--- config.mk ---
export PLATFORM = sky130hd
export DESIGN_NAME = x86_operand_decoder
export DESIGN_NICKNAME = d
export VERILOG_FILES = /design/src/rtl/x86_dec_pkg.sv /design/src/rtl/x86_operand_decoder_lut.sv /design/src/rtl/x86_operand_decoder.sv
export SDC_FILE = /design/constraint.sdc
export NUM_CORES = 1
export LEC_CHECK = 0
export CORE_ASPECT_RATIO = 1.4
export CORE_MARGIN = 5
export CORE_UTILIZATION = 35
export CTS_BUF_LIST = sky130_fd_sc_hd__clkbuf_4
export DETAILED_ROUTE_END_ITERATION = 10
export GPL_ROUTABILITY_DRIVEN = 0
export PLACE_DENSITY_LB_ADDON = 0.1
export SLEW_MARGIN = 20
export SYNTH_ARGS = -nofsm -noshare
export SYNTH_HDL_FRONTEND = slang
export SYNTH_SLANG_ARGS = --single-unit
--- constraint.sdc ---
create_clock -name clk -period 2.9 [get_ports clk]
set_clock_uncertainty 0.2 [all_clocks]
set_input_delay 0.58 -clock clk [delete_from_list [all_inputs] [get_ports clk]]
set_output_delay 0.58 -clock clk [all_outputs]
set_load 0.1 [all_outputs]
--- src/rtl/x86_dec_pkg.sv ---
// Shared encodings for the byte-serial x86 operand decoder: FSM states,
// field size codes, supported opcodes and ModR/M special values.
package x86_dec_pkg;

  localparam logic [2:0] S_OPC   = 3'd0;
  localparam logic [2:0] S_MODRM = 3'd1;
  localparam logic [2:0] S_SIB   = 3'd2;
  localparam logic [2:0] S_DISP  = 3'd3;
  localparam logic [2:0] S_IMM   = 3'd4;
  localparam logic [2:0] S_DONE  = 3'd5;

  localparam logic [1:0] SZ_NONE = 2'b00;
  localparam logic [1:0] SZ_8    = 2'b01;
  localparam logic [1:0] SZ_32   = 2'b10;

  localparam logic [7:0] OP_ADD_RM_R   = 8'h01;
  localparam logic [7:0] OP_ADD_R_RM   = 8'h03;
  localparam logic [7:0] OP_OR_RM_R    = 8'h09;
  localparam logic [7:0] OP_OR_R_RM    = 8'h0B;
  localparam logic [7:0] OP_GRP1_IMM32 = 8'h81;
  localparam logic [7:0] OP_GRP1_IMM8  = 8'h83;
  localparam logic [7:0] OP_GRP2_IMM8  = 8'hC1;
  localparam logic [7:0] OP_ADD_EAX_I  = 8'h05;
  localparam logic [7:0] OP_OR_EAX_I   = 8'h0D;
  localparam logic [7:0] OP_JMP_REL32  = 8'hE9;
  localparam logic [7:0] OP_JMP_REL8   = 8'hEB;
  localparam logic [7:0] OP_NOP        = 8'h90;

  localparam logic [1:0] MOD_REG   = 2'b11;
  localparam logic [2:0] RM_SIB    = 3'b100;
  localparam logic [2:0] RM_DISP32 = 3'b101;

  typedef struct packed {
    logic       has_modrm;
    logic [1:0] imm_size;
    logic       illegal;
  } op_class_t;

  // Displacement size implied by mod; base is rm (no SIB) or the SIB base.
  function automatic logic [1:0] disp_size_for(input logic [1:0] mod,
                                               input logic [2:0] base);
    case (mod)
      2'b01:   disp_size_for = SZ_8;
      2'b10:   disp_size_for = SZ_32;
      2'b00:   disp_size_for = (base == RM_DISP32) ? SZ_32 : SZ_NONE;
      default: disp_size_for = SZ_NONE;
    endcase
  endfunction

endpackage

--- src/rtl/x86_operand_decoder_lut.sv ---
// Opcode classification: which fields follow the opcode byte.
module opcode_class_lut
  import x86_dec_pkg::*;
(
  input  logic [7:0] opcode,
  output op_class_t  op_class
);

  // Table lookup; anything not listed is flagged illegal with no fields.
  always_comb begin
    op_class = '0;
    case (opcode)
      OP_ADD_RM_R, OP_ADD_R_RM, OP_OR_RM_R, OP_OR_R_RM:
        op_class.has_modrm = 1'b1;
      OP_GRP1_IMM32: begin
        op_class.has_modrm = 1'b1;
        op_class.imm_size  = SZ_32;
      end
      OP_GRP1_IMM8, OP_GRP2_IMM8: begin
        op_class.has_modrm = 1'b1;
        op_class.imm_size  = SZ_8;
      end
      OP_ADD_EAX_I, OP_OR_EAX_I, OP_JMP_REL32:
        op_class.imm_size = SZ_32;
      OP_JMP_REL8:
        op_class.imm_size = SZ_8;
      OP_NOP: ;
      default:
        op_class.illegal = 1'b1;
    endcase
  end

endmodule

--- src/rtl/x86_operand_decoder.sv ---
// Byte-serial x86 instruction parser: opcode -> ModR/M -> SIB -> disp -> imm,
// presenting one decoded instruction on a valid/ready output.
module x86_operand_decoder
  import x86_dec_pkg::*;
#(
  parameter bit NARROW_MSB_ALIGN = 1'b1
) (
  input  logic        clk,
  input  logic        clr,
  input  logic        flush,
  input  logic [7:0]  byte_in,
  input  logic        byte_valid,
  output logic        byte_ready,
  output logic        out_valid,
  input  logic        out_ready,
  output logic [7:0]  opcode,
  output logic [7:0]  modrm,
  output logic [7:0]  sib,
  output logic        has_modrm,
  output logic        has_sib,
  output logic [31:0] disp,
  output logic [1:0]  disp_size,
  output logic [31:0] imm,
  output logic [1:0]  imm_size,
  output logic [3:0]  inst_len,
  output logic        illegal
);

  logic [2:0]  state;
  logic [1:0]  cnt;
  op_class_t   cls;
  logic        accept;
  logic        clear_inst;
  logic [1:0]  ds_modrm;
  logic [1:0]  ds_sib;
  logic [31:0] narrow_word;

  opcode_class_lut u_lut (
    .opcode   (byte_in),
    .op_class (cls)
  );

  // First non-empty field after the current one, else done.
  function automatic logic [2:0] field_next(input logic [1:0] dsz,
                                            input logic [1:0] isz);
    if (dsz != SZ_NONE)      field_next = S_DISP;
    else if (isz != SZ_NONE) field_next = S_IMM;
    else                     field_next = S_DONE;
  endfunction

  assign byte_ready  = clr & ~flush & (state != S_DONE);
  assign out_valid   = (state == S_DONE);
  assign accept      = byte_valid & byte_ready;
  assign clear_inst  = flush | (out_valid & out_ready);
  assign ds_modrm    = disp_size_for(byte_in[7:6], byte_in[2:0]);
  assign ds_sib      = disp_size_for(modrm[7:6], byte_in[2:0]);
  assign narrow_word = NARROW_MSB_ALIGN ? {byte_in, 24'h0} : {24'h0, byte_in};

  // Parser FSM and field registers; flush and the output handshake share
  // the same clear path back to S_OPC.
  always_ff @(posedge clk or negedge clr) begin
    if (!clr) begin
      state <= S_OPC;  cnt <= '0;      opcode <= '0;   modrm <= '0;
      sib <= '0;       has_modrm <= '0; has_sib <= '0; disp <= '0;
      disp_size <= '0; imm <= '0;      imm_size <= '0; inst_len <= '0;
      illegal <= '0;
    end else if (clear_inst) begin
      state <= S_OPC;  cnt <= '0;      opcode <= '0;   modrm <= '0;
      sib <= '0;       has_modrm <= '0; has_sib <= '0; disp <= '0;
      disp_size <= '0; imm <= '0;      imm_size <= '0; inst_len <= '0;
      illegal <= '0;
    end else if (accept) begin
      inst_len <= inst_len + 4'd1;
      case (state)
        S_OPC: begin
          opcode    <= byte_in;
          has_modrm <= cls.has_modrm;
          imm_size  <= cls.imm_size;
          illegal   <= cls.illegal;
          cnt       <= '0;
          if (cls.illegal)        state <= S_DONE;
          else if (cls.has_modrm) state <= S_MODRM;
          else                    state <= field_next(SZ_NONE, cls.imm_size);
        end
        S_MODRM: begin
          modrm <= byte_in;
          if (byte_in[7:6] != MOD_REG && byte_in[2:0] == RM_SIB) begin
            state <= S_SIB;
          end else begin
            disp_size <= ds_modrm;
            state     <= field_next(ds_modrm, imm_size);
          end
        end
        S_SIB: begin
          sib       <= byte_in;
          has_sib   <= 1'b1;
          disp_size <= ds_sib;
          state     <= field_next(ds_sib, imm_size);
        end
        S_DISP: begin
          if (disp_size == SZ_8) disp <= narrow_word;
          else                   disp[{cnt, 3'b000} +: 8] <= byte_in;
          if (disp_size == SZ_8 || cnt == 2'd3) begin
            cnt   <= '0;
            state <= field_next(SZ_NONE, imm_size);
          end else begin
            cnt <= cnt + 2'd1;
          end
        end
        S_IMM: begin
          if (imm_size == SZ_8) imm <= narrow_word;
          else                  imm[{cnt, 3'b000} +: 8] <= byte_in;
          if (imm_size == SZ_8 || cnt == 2'd3) begin
            cnt   <= '0;
            state <= S_DONE;
          end else begin
            cnt <= cnt + 2'd1;
          end
        end
        default: state <= S_OPC;
      endcase
    end
  end

endmodule

# == Yosys cells after proc, flatten, opt, wreduce, memory -nomap -nowiden ==
# Index checks and enable logic that the tools add are counted.
# Widths: inputs -> output; s select.
# classes
bitwise_logic,6
muxes,60
eq_ne,31
n_addsub,3
n_shift,2
reduce_logical,30
# ops
operator,count
$mux 32,8
$mux 8,9
$bwmux 32,2
$eq 8x8->1 const B,6
$shift 8x7->32 const A,1
$shiftx 8x7->32,1
$mux 3,9
$eq 8x4->1 const B,3
$mux 2,11
$reduce_bool 2->1,10
$pmux 2 s3,3
$pmux 3 s5,1
$mux 1,13
$eq 3x3->1 const B,4
$ne 3x3->1 const B,4
$reduce_and 2->1,6
$reduce_or 12->1,1
$eq 2x1->1 const B,4
$eq 8x1->1 const B,1
$eq 8x2->1 const B,1
$eq 8x3->1 const B,1
$mux 4,2
$pmux 2 s2,2
$neg 5->7,1
other kinds (19),28
# word_totals
reg_bits,104
out_inout_bits,101
in_bits,13

# == Logic depth before layout (Yosys ltp) ==
# Gate-level depths: netlist of the first run.
# depth
depth_word,10
depth_mapped,9
ltp_nobuf,6

# == By module ==
# From an unflattened synthesis of the first run, not the netlist that was laid out.
# hier_totals
hier_cells,401
area_unflattened_um2,4673.2
# modules_own_cells
module,n_inst,area_each_um2,seq_area_each_um2,cells_each
x86_operand_decoder,1,4518.1,2602.5,379
opcode_class_lut,1,155.1,0.0,22

# == Worst setup path after synthesis of the first run ==
# OpenSTA, ideal clock, no wires.
# synth_timing
path_kind,register -> output
start,register state[0]
end,output port byte_ready
arrival_ns,3.095
stages_incl_launch_ff,5
setup_slack_ns,-0.975
required_time_ns,2.120
path_cell_list,dfrtp_1 buf_2 and3b_1 buf_6 nor3b_1
# synth_between
elab_chain_cells,2
# synth_lines
element,line,rtl
from (decl),x86_operand_decoder.sv:29,logic [2:0] state;
from (signal assigned),x86_operand_decoder.sv:83,"else state <= field_next(SZ_NONE, cls.imm_size);"
from (signal assigned),x86_operand_decoder.sv:91,"state <= field_next(ds_modrm, imm_size);"
from (signal assigned),x86_operand_decoder.sv:98,"state <= field_next(ds_sib, imm_size);"
$ne 3x3->1,x86_operand_decoder.sv:51,assign byte_ready = clr & ~flush & (state != S_DONE);
$and 1x1->1,x86_operand_decoder.sv:51,
to (decl),x86_operand_decoder.sv:13,"output logic byte_ready,"
# Every way passes these cells.

# == Worst setup path in the final report of the first run ==
# layout_timing
start,register state[2]
end,output port byte_ready
# Same word-level chain as after synthesis.

==> results.ini, run 1 <==
[clocking]
post_cts_buffers = 0
cts-root-buf = clkbuf_4
clock_path_buffers = 2
cts_buffers = 9
cts_resized = 0
cts_hold_buf = 0
cts-htree-levels = 3
insertion_delay_ns = 0.45
clk_pin_slew_ns = 0.16
cts_tree = built
clock-sinks = 104

[global_route]
antenna_found_initial = 1
grt_pass1_vias = 3883
grt_usage = 0.181
grt_max_degree = 54
overflow = 0
grt_pass1_wl_mm = 22.2

[timing]
tightest_slew_ns = 0.688
fmax_ghz = 0.391
setup_viol = 0
fin_crit_ns = 2.55
slew_violations = 0
hold_violations = 0
fin_tns_setup_ns = 0
max_slew_margin = 0.542
finalCritPeriodShare = 0.881
rsz0062_at_grt = no
hold_slack_ns = 0.0355

[worst_setup_path]
r2r-start = state[2]$_DFFE_PN0P_
r2r_end = imm[10]$_DFFE_PN0P_
crit_path_start = state[2]$_DFFE_PN0P_
path_buf_inv = 1
cp.required_ns = 2.12
worstSetupPathType = reg2out
worst-path-stages = 3
cpLargestDelayFamily = simple AND/OR/NAND/NOR gates
crit_fanout = 11
endpoint_kind = primary output
reg2reg_slack_ns = 0.55
startpoint_type = flip-flop
critPathCapture = byte_ready
arrival_ns = 1.77
reg2regPathDepth = 4
critPathMaxStageDelay_ns = 0.52
cp_cell_sequence = and3b_1 -> nor3b_2 -> buf_12
cpMaxStageDelayCell = dfrtp_1

[drt]
first_pass_iters = 4
route.detailed.drc = 0
wl_per_cell_um = 18.9
num_vias = 3778
vias_per_cell = 5.15
finalWirelength_mm = 13.9
drtIter0Drc = 178
ant_nets = 0

[synth]
yosysWarnings = 0
synth_area_um2 = 4630
synth_nets = 439
yosys_register_bits = 104
syn_avg_cell_area_um2 = 11.0
synth-edff-count = 0
synthCells = 421
ys_types = 52
yosysTopAreaCell = dfrtp_1
synth-seq-area-share = 0.562
ys.flop_type = dfrtp_1
netlist.area_leader.share = 0.562
async_reset_ff_frac = 1.00
ys_top_cells_by_area = dfrtp_1 56%, a22o_1 12%, nand2_1 3.2%, nor2_1 3.2%, a21oi_1 3.1%

[floorplan]
die_y_um = 146
die_x_um = 107
initial_utilization = 0.358
fp-row-count = 49
die-area_um2 = 15700
core_um2 = 12900
io_pins = 114

[placement]
dp_hpwl_mm = 10.3
dpl-instance-area_um2 = 5850
dp_cells = 717
io_buffers = 113

[flow_run]
cap_violations = 0

[power]
vdd_drop_max_mv = 0.303
power_density_nw_per_um2 = 524
cellLeakagePower_nw = 2.89

[final_layout]
final_area_um2 = 5980
syn_to_final_growth_pct = 29.1
fin_nets = 568
drive_gt1_frac = 0.305
final_cells = 734

[status]
status = finished clean

[min_path]
hold_class = in2async

[registers in the layout, indices dropped and copies added (netlist names)]
signal     count
cnt            2
disp          32
disp_size      2
has_modrm      1
has_sib        1
illegal        1
imm           32
imm_size       2
inst_len       4
modrm          8
opcode         8
sib            8
state          3
[per-layer routing]
layer | share of wire | GRT usage | wire length, um
met1 | 0.43 | 0.234 | 5910
met2 | 0.53 | 0.312 | 7310
met3 | 0.035 | 0.0322 | 488
met4 | 0.011 | 0.0473 | 154
met5 | 0 | 0 | 0
[power breakdown]
group          total, mW  internal [mW]  switching [mW]
Combinational      0.876          0.231           0.645
Sequential          1.55           1.50          0.0530
Clock              0.703          0.185           0.518
Total               3.13           1.91            1.22
[area by class of cell]
class | instances | area, um^2
fillers | 1244 | 6960
flip-flops and latches | 104 | 2600
multi-input cells | 286 | 1890
repair buffers | 144 | 1120
well taps | 178 | 223
clock buffers | 9 | 67.6
clock inverters | 7 | 53.8
inverters | 5 | 18.8
diodes | 1 | 2.50
[synthesized netlist by cell type, types with 3 or more instances]
library cell,number
nand2b_1,6
a21oi_1,29
clkbuf_1,14
nor2_2,4
and3b_1,4
nor3_2,7
nand4_1,3
dfrtp_1,104
nor2_1,40
nor2b_1,5
mux2i_1,8
buf_2,10
nand3_1,18
nor3b_1,3
nand3b_1,3
or3_1,5
ha_1,5
o21ai_0,3
nand2_1,40
a22o_1,65
inv_1,5
[layout by cell type, fill, tap and decap left out, types with 3 or more instances in the layout]
cell type	synthesis	routed
nand3b_1	3	3
buf_4	0	132
or3_1	5	5
a21oi_1	29	29
clkbuf_4	0	9
nand2_1	40	40
nor2b_1	5	5
inv_1	5	5
ha_1	5	5
and3b_1	4	4
a22o_1	65	65
nor3_2	7	7
nor2_1	40	40
clkdlybuf4s50_1	0	11
o21ai_0	3	3
nand4_1	3	3
nor2_2	4	4
dfrtp_1	104	104
nand3_1	18	18
nand2b_1	6	6
mux2i_1	8	8
[metrics by stage]
| step | utilization | power (mW) | setup WS (ns) |
|---|---|---|---|
| final | 0.462 | 3.13 | 0.345 |
| after global routing | 0.462 | 3.29 | 0.233 |
| after CTS | 0.462 | 3.15 | 0.330 |
| after detailed placement | 0.453 | 2.45 | 0.192 |
| after global placement | 0.453 | 2.45 | 0.212 |
| after floorplan | - | 2.21 | 0.0274 |
[worst min path at each step]
| stage | to | slack, ns |
|---|---|---|
| final | disp[20]$_DFFE_PN0P_ | 0.04 |
| after global routing | disp[18]$_DFFE_PN0P_ | 0.07 |
| after CTS | disp[20]$_DFFE_PN0P_ | 0.04 |
| after detailed placement | disp[23]$_DFFE_PN0P_ | 0.29 |
| after global placement | has_modrm$_DFFE_PN0P_ | 0.29 |
| after floorplan | cnt[0]$_DFFE_PN0P_ | 0.08 |
[kinds of logic after synthesis]
| kind of cell | share of synthesized area |
|---|---|
| adders and majority gates | 0.0135 |
| xor gates and xnor gates | 0.00568 |
| muxes | 0.0222 |
| DFF | 0.562 |
| AOI/OAI and AO/OA | 0.190 |
| buffers and inverters | 0.0311 |
| and+or+nand+nor | 0.176 |
No activity file was read; power rests on OpenSTA's default activity.
==> run 2: changes to the inputs <==
--- a/config.mk
+++ b/config.mk
@@ -5,9 +5,9 @@
 export SDC_FILE = /design/constraint.sdc
 export NUM_CORES = 1
 export LEC_CHECK = 0
+export CAP_MARGIN = 20
 export CORE_ASPECT_RATIO = 1.4
-export CORE_MARGIN = 5
-export CORE_UTILIZATION = 35
+export CORE_UTILIZATION = 51
 export CTS_BUF_LIST = sky130_fd_sc_hd__clkbuf_4
 export DETAILED_ROUTE_END_ITERATION = 10
 export GPL_ROUTABILITY_DRIVEN = 0
==> results.ini, run 2 (synthesis gave the netlist of run 1 again) <==
[global_route]
grt_pass1_wl_mm = 19.1  ; -14%
overflow = 0  ; unchanged
grt_pass1_vias = 3772  ; -2.9%
grt_max_degree = 57  ; +5.6%
antenna_found_initial = 0  ; -1
grt_usage = 0.275  ; +0.0936

[clocking]
clk_pin_slew_ns = 0.15  ; about the same
insertion_delay_ns = 0.47  ; +0.02 ns
cts_buffers = 9  ; unchanged
post_cts_buffers = 0  ; unchanged
cts-root-buf = clkbuf_4
clock_path_buffers = 2  ; unchanged
cts_tree = built
cts-htree-levels = 3  ; unchanged
clock-sinks = 104  ; unchanged

[worst_setup_path]
startpoint_type = input pin
crit_fanout = 13  ; +2
endpoint_kind = primary output
arrival_ns = 1.82  ; +0.05 ns
worstSetupPathType = in2out
cp.required_ns = 2.12  ; about the same

[final_layout]
syn_to_final_growth_pct = 26.9
nFillCells = 700  ; -44%
fin_nets = 564  ; -0.70%
layout_commonest_cell = buf_4
seqCellArea_um2 = 2600  ; unchanged
diodes = 0  ; -1
top_regs = disp: 32 flops, imm: 32 flops
multiInputGateArea_um2 = 1890  ; unchanged
drive_gt1_frac = 0.298  ; -0.00686
final_cell_mix = 127 x buf_4, 104 x dfrtp_1, 65 x a22o_1

[floorplan]
io_pins = 114  ; unchanged
fp-row-count = 40  ; -18%
initial_utilization = 0.532  ; +0.174
die_y_um = 115  ; -21%
core_um2 = 8710  ; -33%
die-area_um2 = 9470  ; -40%
die_x_um = 82.5  ; -23%

[timing]
fin_crit_ns = 2.60  ; +0.0433 ns
tightest_slew_ns = 0.686  ; -0.00208 ns
rsz0062_at_grt = no
slew_violations = 0  ; unchanged
hold_violations = 0  ; unchanged
fmax_ghz = 0.385  ; -1.7%
max_slew_margin = 0.543  ; +0.00139
finalCritPeriodShare = 0.896  ; +0.0149
hold_slack_ns = 0.270  ; +0.235 ns
fin_tns_setup_ns = 0  ; unchanged
setup_viol = 0  ; unchanged

[drt]
met2WireLength_mm = 6.17  ; -16%
wl_met1_mm = 5.03  ; -15%
dr_wl_met3_um = 643  ; +32%
num_vias = 3801  ; +0.61%
route.detailed.drc = 0  ; unchanged
drtIter0Drc = 237  ; +33%
finalWirelength_mm = 12.2  ; -12%
ant_nets = 0  ; unchanged
wl_per_cell_um = 18.5  ; -1.8%
routed.top_layer = met4
first_pass_iters = 4  ; unchanged
vias_per_cell = 5.79  ; +13%

[placement]
io_buffers = 113  ; unchanged
dp_hpwl_mm = 8.91  ; -13%

[power]
cellLeakagePower_nw = 2.89  ; -0.22%
power_density_nw_per_um2 = 536  ; +2.3%
vdd_drop_max_mv = 0.392  ; +29%

[min_path]
hold_class = in2async

[status]
status = finished clean

[flow_run]
cap_violations = 0  ; unchanged

[run 2: final timing paths]
kind | cells after the start | from | to | slack, ns
max | 4 | clr | byte_ready | 0.30
min | 2 | clr | state[0]$_DFFE_PN0P_ | 0.27
max reg2reg | 4 | state[0]$_DFFE_PN0P_ | imm[15]$_DFFE_PN0P_ | 0.51
min reg2reg | 1 | disp[14]$_DFFE_PN0P_ | disp[14]$_DFFE_PN0P_ | 0.32
max in group asynchronous | 4 | clr | imm[18]$_DFFE_PN0P_ | 0.75
min in group clk | 1 | disp[14]$_DFFE_PN0P_ | disp[14]$_DFFE_PN0P_ | 0.32
[run 2: layout make-up]
type	count	share of cell area
inverter	5	0.00319
multi-input combinational	286	0.322
clock buffer	13	0.0166
sequential	104	0.443
clock inverter	3	0.00724
timing repair buffer	140	0.186
tap	105	0.0224
[run 2: where the power goes]
part	total, mW	switching, mW	internal (mW)
Sequential	1.57	0.0693	1.50
Combinational	0.831	0.612	0.219
Clock	0.751	0.449	0.302
[run 2: per-stage QoR]
stage / power (mW) / worst slack [ns] / util / instances / cell area [um^2]
after global placement: 2.41 / 0.243 / 0.657 / 639 / 5730
after CTS: 3.16 / 0.291 / 0.675 / 656 / 5880
after detailed placement: 2.42 / 0.174 / 0.657 / 639 / 5730
after global routing: 3.28 / 0.211 / 0.675 / 656 / 5880
after floorplan: 2.21 / 0.0274 / - / 421 / 4640
final: 3.15 / 0.302 / 0.675 / 656 / 5880
[run 2: layer usage]
metal / track usage / vias up
li1: - / 1776
met1: 0.347 / 1883
met2: 0.461 / 114
met3: 0.0595 / 28
met4: 0.0989 / 0
met5: 0 / -
[run 2: critical path, stage by stage]
cell	delay, ns
dlygate4sd3_1	0.52
buf_4	0.22
nor3b_2	0.27
buf_12	0.21
[run 2: repair_timing]
action                    4_1_cts  5_1_grt
hold buffers                    1        0
hold endpoints to repair       10        0
gates resized for setup         0        0
